<file path="src/rtl/sipo_pkg.sv">
// Shared helpers and shift-order encoding for the framed SIPO deserialiser.
package sipo_pkg;

    localparam bit SIPO_MSB_FIRST = 1'b1;
    localparam bit SIPO_LSB_FIRST = 1'b0;

    // A one-bit minimum keeps the counter port legal for the smallest words.
    function automatic int sipo_cw(input int w);
        return (w <= 2) ? 1 : $clog2(w);
    endfunction

endpackage

</file>
<file path="src/rtl/sipo_hold_reg.sv">
// Output holding register: accepts emitted words under valid/ready and flags dropped words.
module sipo_hold_reg #(
    parameter int WIDTH = 8
) (
    input  logic             clk,
    input  logic             rst,
    input  logic             emit,
    input  logic [WIDTH-1:0] word,
    input  logic             dout_ready,
    input  logic             ovr_clr,
    output logic [WIDTH-1:0] dout,
    output logic             dout_valid,
    output logic             overrun
);

    logic [WIDTH-1:0] dout_q, dout_d;
    logic             valid_q, valid_d;
    logic             ovr_q, ovr_d;
    logic             slot_free;

    assign slot_free = !valid_q || dout_ready;

    always_comb begin
        dout_d  = dout_q;
        valid_d = valid_q;
        ovr_d   = ovr_q;
        if (ovr_clr) begin
            ovr_d = 1'b0;
        end
        if (emit) begin
            if (slot_free) begin
                dout_d  = word;
                valid_d = 1'b1;
            end else begin
                ovr_d = 1'b1;
            end
        end else if (valid_q && dout_ready) begin
            valid_d = 1'b0;
        end
    end

    always_ff @(posedge clk) begin
        if (rst) begin
            dout_q  <= '0;
            valid_q <= 1'b0;
            ovr_q   <= 1'b0;
        end else begin
            dout_q  <= dout_d;
            valid_q <= valid_d;
            ovr_q   <= ovr_d;
        end
    end

    assign dout       = dout_q;
    assign dout_valid = valid_q;
    assign overrun    = ovr_q;

endmodule

</file>
<file path="src/rtl/sipo_framed.sv">
// Serial-in/parallel-out deserialiser with flush of partial words and handshaked output.
module sipo_framed
    import sipo_pkg::*;
#(
    parameter int WIDTH     = 8,
    parameter bit MSB_FIRST = SIPO_MSB_FIRST
) (
    input  logic                       clk,
    input  logic                       rst,
    input  logic                       din,
    input  logic                       din_valid,
    input  logic                       flush,
    input  logic                       dout_ready,
    input  logic                       ovr_clr,
    output logic [WIDTH-1:0]           dout,
    output logic                       dout_valid,
    output logic [sipo_cw(WIDTH)-1:0]  bit_count,
    output logic                       overrun
);

    localparam int CW = sipo_cw(WIDTH);

    logic [WIDTH-1:0] sr_q, sr_d;
    logic [CW-1:0]    cnt_q, cnt_d;
    logic [CW:0]      eff_cnt;
    logic [CW:0]      shamt;
    logic             complete;
    logic             flush_emit;
    logic             emit;
    logic [WIDTH-1:0] word;

    always_comb begin
        sr_d = sr_q;
        if (din_valid) begin
            if (MSB_FIRST == SIPO_MSB_FIRST) begin
                sr_d = {sr_q[WIDTH-2:0], din};
            end else begin
                sr_d = {din, sr_q[WIDTH-1:1]};
            end
        end
    end

    // eff_cnt is one bit wider so it can hold WIDTH on the completing bit.
    assign eff_cnt    = {1'b0, cnt_q} + {{CW{1'b0}}, din_valid};
    assign complete   = din_valid && (cnt_q == CW'(WIDTH - 1));
    assign flush_emit = flush && !complete && (eff_cnt != '0);
    assign emit       = complete || flush_emit;
    assign shamt      = (CW + 1)'(WIDTH) - eff_cnt;

    // Shifting out the unreceived positions also discards stale register contents.
    always_comb begin
        word = sr_d;
        if (!complete) begin
            if (MSB_FIRST == SIPO_MSB_FIRST) begin
                word = sr_d << shamt;
            end else begin
                word = sr_d >> shamt;
            end
        end
    end

    always_comb begin
        cnt_d = eff_cnt[CW-1:0];
        if (emit) begin
            cnt_d = '0;
        end
    end

    always_ff @(posedge clk) begin
        if (rst) begin
            sr_q  <= '0;
            cnt_q <= '0;
        end else begin
            sr_q  <= sr_d;
            cnt_q <= cnt_d;
        end
    end

    assign bit_count = cnt_q;

    sipo_hold_reg #(
        .WIDTH(WIDTH)
    ) u_hold (
        .clk        (clk),
        .rst        (rst),
        .emit       (emit),
        .word       (word),
        .dout_ready (dout_ready),
        .ovr_clr    (ovr_clr),
        .dout       (dout),
        .dout_valid (dout_valid),
        .overrun    (overrun)
    );

endmodule

</file>
<file path="config.mk">
export PLATFORM = sky130hd
export DESIGN_NAME = sipo_framed
export DESIGN_NICKNAME = d
export VERILOG_FILES = /design/src/rtl/sipo_pkg.sv /design/src/rtl/sipo_hold_reg.sv /design/src/rtl/sipo_framed.sv
export SDC_FILE = /design/constraint.sdc
export NUM_CORES = 1
export LEC_CHECK = 0
export CAP_MARGIN = 40
export CORE_MARGIN = 2
export CORE_UTILIZATION = 55
export CTS_BUF_LIST = sky130_fd_sc_hd__clkbuf_16
export DETAILED_ROUTE_END_ITERATION = 6
export PLACE_DENSITY = 0.85
export SETUP_SLACK_MARGIN = 0.1
export SLEW_MARGIN = 20
export SYNTH_ARGS = -nofsm -noshare
export SYNTH_HDL_FRONTEND = slang
export SYNTH_HIERARCHICAL = 1
export SYNTH_SLANG_ARGS = --single-unit
</file>
<file path="constraint.sdc">
create_clock -name clk -period 3.64 [get_ports clk]
set_input_delay 0.546 -clock clk [delete_from_list [all_inputs] [get_ports clk]]
set_output_delay 0.546 -clock clk [all_outputs]
set_load 0.03 [all_outputs]
</file>
-- Word level (Yosys, flattened, before mapping)
Cells that the tools add are included.
- add/sub/neg operators: 2
- equality and inequality tests: 2
- shift-type cells: 1
- multiplexer cells: 8
- reductions and logical operators: 13
- operators by type and width (kind ; number):
    2-to-1 mux 8 bit ; 2
    left shift 8 x 4 -> 8 bit ; 1
    2-to-1 mux 1 bit ; 6
    adder 3 x 1 -> 4 bit ; 1
    logical AND 1 bit ; 4
    AND reduction 2 bit ; 2
    nonzero test 4 bit ; 1
    subtractor 4 bit, first input constant ; 1
    equality test 3 bit, second input constant ; 1
    zero test 1 bit ; 2
    logical OR 1 bit ; 2
    inequality test 2 x 1 -> 1 bit, second input constant ; 1
    nonzero test 2 bit ; 1
    OR reduction 2 bit ; 1
- register bits: 21
- bits of input ports: 7
- output and inout port bits: 13
- logic and storage cells: 31

-- Logic depth before layout (Yosys ltp)
- depth after elaboration: 8
- gate-level depth with buffers: 10
- mapped depth without buffers: 9

-- Hierarchy
Netlist, hierarchy kept.
- modules (own cells, without submodules) (module ; times used ; cells an instance ; area an instance (µm²) ; seq. area each (µm²)):
    sipo_framed ; 1 ; 108 ; 935.9 ; 220.2
    sipo_hold_reg ; 1 ; 43 ; 441.7 ; 200.2

-- Least setup slack after synthesis
Ideal clock, no wire load.
- path type: input to register
- from: input port din_valid
- to: register u_hold.dout_q[7] (netlist: u_hold/dout[7])
- library setup time: 0.119 ns
- arrival: 2.224 ns
- data required time: 3.521 ns
- setup slack: 1.297 ns
- stages: 9
- path buffers: 1
- cells stage by stage: ha_1 buf_6 mux2_4 mux4_2 mux2i_1 a21oi_1 o2bb2ai_1 nand2b_1 mux2i_1
- elaborated cells on any way between the ends: 12
- classes of those cells: add/sub: 2; shift: 1; mux: 2; reduce/logical: 7
- RTL lines (item ; line ; source):
    start, declared ; sipo_framed.sv:11 ; input logic din_valid,
    adder 3 x 1 -> 4 bit ; sipo_framed.sv:44 ; assign eff_cnt = {1'b0, cnt_q} + {{CW{1'b0}}, din_valid};
    subtractor 4 bit ; sipo_framed.sv:48 ; assign shamt = (CW + 1)'(WIDTH) - eff_cnt;
    left shift 8 x 4 -> 8 bit ; sipo_framed.sv:55 ; word = sr_d << shamt;
    2-to-1 mux 8 bit * ; sipo_framed.sv:53 ; if (!complete) begin
    net word[7] ; sipo_framed.sv:30 ; logic [WIDTH-1:0] word;
    end signal, assigned ; sipo_hold_reg.sv:48 ; dout_q <= dout_d;
    end, declared ; sipo_hold_reg.sv:16 ; logic [WIDTH-1:0] dout_q, dout_d;
Mark *: on every way through the listed nets, which the timed path passes. The rest lies on a longest branch.
A chain may end at the register's enable or synchronous reset.

-- Worst setup path in the final report
Ends and elaborated chain as after synthesis.

==> results.json <==
{
  "syn_avg_cell_area_um2": 9.12,
  "critPathArrivalTime_ps": 3230,
  "ys_warn_count": 6,
  "layout.cells.non_filler": 198,
  "fmax_mhz": 322,
  "hp-class": "reg2reg",
  "leakage_nw": 0.636,
  "p_int_mw": 0.463,
  "switchingPower_mw": 0.202,
  "cpPeakStageDelay_ps": 600,
  "clock_tree.root_cell": "sky130_fd_sc_hd__clkbuf_16",
  "placed_cells": 194,
  "synth_largest_type_area_fraction_pct": 30.5,
  "report.power.total_mw": 0.665,
  "avgRoutedWirePerCell_um": 15.8,
  "synth_cells": 151,
  "critical_path_fanout_max": 18,
  "synth.area.top_cells": "sky130_fd_sc_hd__dfxtp_1 31%, sky130_fd_sc_hd__mux2i_1 15%, sky130_fd_sc_hd__nand2b_1 7.3%",
  "clock_power_share_pct": 36.1,
  "startpoint": "din_valid",
  "number_of_setup_buffers_added_after_cts": 0,
  "power.density_cell_area_nw_per_um2": 403,
  "antenna_violating_nets_post_route": 0,
  "critical_path_required_ps": 3760,
  "routed_wl_mm": 3.14,
  "floorplan.initialDensity_pct": 56.6,
  "ff2ff_setup_slack_ps": 1040,
  "capture_point_of_the_critical_path": "u_hold/dout[7]",
  "final_net_count": 179,
  "io_pins": 20,
  "vdd.ir_drop.worst_v": 0.000261,
  "globalRoute.totalOverflow": 0,
  "vias": 1150,
  "crit-reg2reg-launch": "bit_count[0]",
  "route.detailed.drc": 0,
  "largest_net_degree_at_the_start_of_global_routing": 28,
  "floorplan.rows": 18,
  "critical-path-slowest-cell": "sky130_fd_sc_hd__xnor2_1",
  "cts_made_buffers": 3,
  "ctsLongestPathBuffers": 2,
  "setup_ws_ps": 534,
  "path_cells": "clkdlybuf4s50_1 -> buf_4 -> ha_1 -> xnor2_1 -> mux4_2 -> mux2i_1 -> a21oi_1 -> o2bb2ai_1 -> nand2b_1 -> mux2i_1",
  "critPathKind": "in2reg",
  "min-delay-start": "u_hold/dout[1]",
  "placement.io_buffers": 19,
  "postSynthNetCount": 161,
  "first_global_vias": 1118,
  "clk-insertion-delay-late_ps": 260,
  "post_synth_design_cell_area_um2": 1380,
  "number_of_distinct_library_cell_variants_in_the_gate_level_netlist_after_synthesis": 39,
  "power_frac_comb_pct": 26.9,
  "final_layout_size_suffix_gt1_share_pct": 8.93,
  "hold_violations": 0,
  "finClkSkew_ps": 2.16,
  "clock_tree.htree_level_count": 1,
  "finalHoldWorstSlack_ps": 471,
  "power_frac_seq_pct": 37.0,
  "post-synth-top-area-cell": "sky130_fd_sc_hd__dfxtp_1",
  "timing.rr.end": "u_hold/dout[7]",
  "dieHeight_um": 54.0,
  "end_kind": "register",
  "path_clk_slew_ps": 60,
  "worst_r2r_path_depth": 8,
  "maxcap_viol_count": 0,
  "detailed_place_hpwl_mm": 2.18,
  "period_needed_ps": 3110,
  "vias_per_cell": 5.81,
  "cp-start-kind": "input port",
  "synth_seq_cells": 21,
  "number_of_antenna_violations_at_the_first_check_in_global_routing": 0,
  "grt_pass1_wl_mm": 5.14,
  "tritoncts": "yes",
  "maxSlewViolCount": 0,
  "synth-seq-area-share_pct": 30.5,
  "cts_num_sinks": 21,
  "hold_buffers": 0,
  "outcome": "complete, no violations",
  "post_cts.resized_instances": 0,
  "setup_total_negative_slack_ps": 0,
  "worst_pin_slew_ps": 747,
  "cpMostUsedCell": "sky130_fd_sc_hd__mux2i_1",
  "place_congestion": 0.966,
  "dieWidth_um": 54.0,
  "die_area_um2": 2920,
  "post-place-ws_ps": 401,
  "grt_usage_pct": 24.7,
  "num_antenna_cells": 0,
  "num-fill-cells": 202,
  "timing.max_slew.rel_slack_pct": 50.0,
  "setup_repair_after_global_routing_missed_its_margin": "no",
  "core_area_um2": 2430,
  "setup_viol_count_final": 0,
  "flow.area_growth_from_synthesis_pct": 19.8,
  "power.switching_fraction_pct": 30.3,
  "final_min_period_over_clock_period_pct": 85.3,
  "drt_pass1_iterations": 4,
  "iteration_0_drc_count_of_the_detailed_router": 30
}
[layout make-up]
class | count | area (µm²) | share of cell area (%)
Multi-Input combinational cell | 121 | 903 | 54.7
Sequential cell | 21 | 420 | 25.5
Timing Repair Buffer | 21 | 205 | 12.4
Clock buffer | 3 | 75.1 | 4.55
Tap cell | 30 | 37.5 | 2.27
Clock inverter | 1 | 5.00 | 0.303
Inverter | 1 | 3.75 | 0.227
[routing by layer]
| layer | vias to the layer above | share of wire, % | routed length [µm] | GRT usage, % |
|---|---|---|---|---|
| li1 | 571 | - | - | - |
| met1 | 522 | 45 | 1400 | 33.1 |
| met2 | 50 | 45 | 1430 | 37.6 |
| met3 | 7 | 7.4 | 233 | 5.56 |
| met4 | 0 | 2.3 | 71 | 11.3 |
| met5 | - | 0 | 0 | 0 |
[power groups by stage]
stage | registers (mW) | clock network, mW | logic [mW]
6_report | 0.246 | 0.240 | 0.179
5_1_grt | 0.247 | 0.249 | 0.194
4_1_cts | 0.246 | 0.243 | 0.177
3_5_place_dp | 0.251 | 0 | 0.175
3_3_place_gp | 0.250 | 0 | 0.172
2_1_floorplan | 0.263 | 0 | 0.122
[cells by family after synthesis]
| logic type | count (synthesis) | share of synthesized area (%) |
|---|---|---|
| and+or+nand+nor | 57 | 21.1 |
| muxes | 30 | 25.7 |
| AOI/OAI and AO/OA | 25 | 12.3 |
| DFF | 21 | 30.5 |
| buffers and inverters | 9 | 3.90 |
| xor gates and xnor gates | 6 | 3.81 |
| adders and majority gates | 3 | 2.73 |
[worst max-delay path, delay by kind of cell]
kind / cells / cell delay, ps
AO/OA/AOI/OAI: 2 / 270
multiplexers: 3 / 780
adder cells (fa/ha/maj): 1 / 290
XOR/XNOR: 1 / 600
AND/OR/NAND/NOR: 1 / 90
buffers and inverters: 2 / 650
[cells in the mapped netlist]
| cell | instances |
|---|---|
| sky130_fd_sc_hd__a21oi_1 | 5 |
| sky130_fd_sc_hd__nand3b_1 | 1 |
| sky130_fd_sc_hd__o2bb2ai_1 | 1 |
| sky130_fd_sc_hd__dfxtp_1 | 21 |
| sky130_fd_sc_hd__nor2b_4 | 1 |
| sky130_fd_sc_hd__xor2_1 | 2 |
| sky130_fd_sc_hd__mux2i_1 | 20 |
| sky130_fd_sc_hd__nand2_1 | 6 |
| sky130_fd_sc_hd__inv_1 | 1 |
| sky130_fd_sc_hd__a2111oi_0 | 1 |
| sky130_fd_sc_hd__xnor2_1 | 4 |
| sky130_fd_sc_hd__buf_6 | 2 |
| sky130_fd_sc_hd__o22ai_1 | 4 |
| sky130_fd_sc_hd__o311a_1 | 1 |
| sky130_fd_sc_hd__a21o_1 | 1 |
| sky130_fd_sc_hd__mux2_1 | 3 |
| sky130_fd_sc_hd__a31o_1 | 1 |
| sky130_fd_sc_hd__a31oi_1 | 2 |
| sky130_fd_sc_hd__buf_2 | 4 |
| sky130_fd_sc_hd__nor3_1 | 4 |
| sky130_fd_sc_hd__o211ai_1 | 1 |
| sky130_fd_sc_hd__ha_1 | 3 |
| sky130_fd_sc_hd__o31a_1 | 1 |
| sky130_fd_sc_hd__mux2_2 | 2 |
| sky130_fd_sc_hd__nand3_1 | 4 |
| sky130_fd_sc_hd__nor2_1 | 21 |
| sky130_fd_sc_hd__nand4_1 | 1 |
| sky130_fd_sc_hd__nor2b_1 | 2 |
| sky130_fd_sc_hd__mux4_2 | 3 |
| sky130_fd_sc_hd__buf_1 | 1 |
| sky130_fd_sc_hd__a21bo_1 | 1 |
| sky130_fd_sc_hd__o21ai_1 | 1 |
| sky130_fd_sc_hd__mux2_4 | 2 |
| sky130_fd_sc_hd__o21ai_0 | 3 |
| sky130_fd_sc_hd__nor2b_2 | 1 |
| sky130_fd_sc_hd__clkbuf_1 | 1 |
| sky130_fd_sc_hd__a21boi_1 | 1 |
| sky130_fd_sc_hd__o41ai_1 | 1 |
| sky130_fd_sc_hd__nand2b_1 | 16 |
[how the worst min path moves through the flow]
stage          slack, ps        endpoint  depth (start not counted)
4_1_cts              480  u_hold/dout[1]                          2
2_1_floorplan        470         sr_q[7]                          2
3_3_place_gp         460  u_hold/dout[5]                          2
6_report             470  u_hold/dout[1]                          2
5_1_grt              490  u_hold/dout[2]                          2
3_5_place_dp         460  u_hold/dout[3]                          2
[cells in the final DEF, fill, tap and decap left out, drive strengths merged, types with 5 or more instances in the layout]
master         instances
nor2                  21
nand2b                16
mux2                   7
dfxtp                 21
clkdlybuf4s50         19
nand2                  6
mux2i                 20
a21oi                  5
[registers in the layout, indices dropped and copies added (netlist names)]
register,flops
sr_q,8
u_hold/dout,8
bit_count,3
u_hold/dout_valid,1
u_hold/overrun,1
[through the flow]
stage | cell area [µm²] | util, %
after floorplan | 1380 | -
after global placement | 1570 | 64.6
after detailed placement | 1570 | 64.6
after CTS | 1650 | 67.8
after global routing | 1650 | 67.8
final | 1650 | 67.8
No activity file was read; power rests on OpenSTA's default activity.
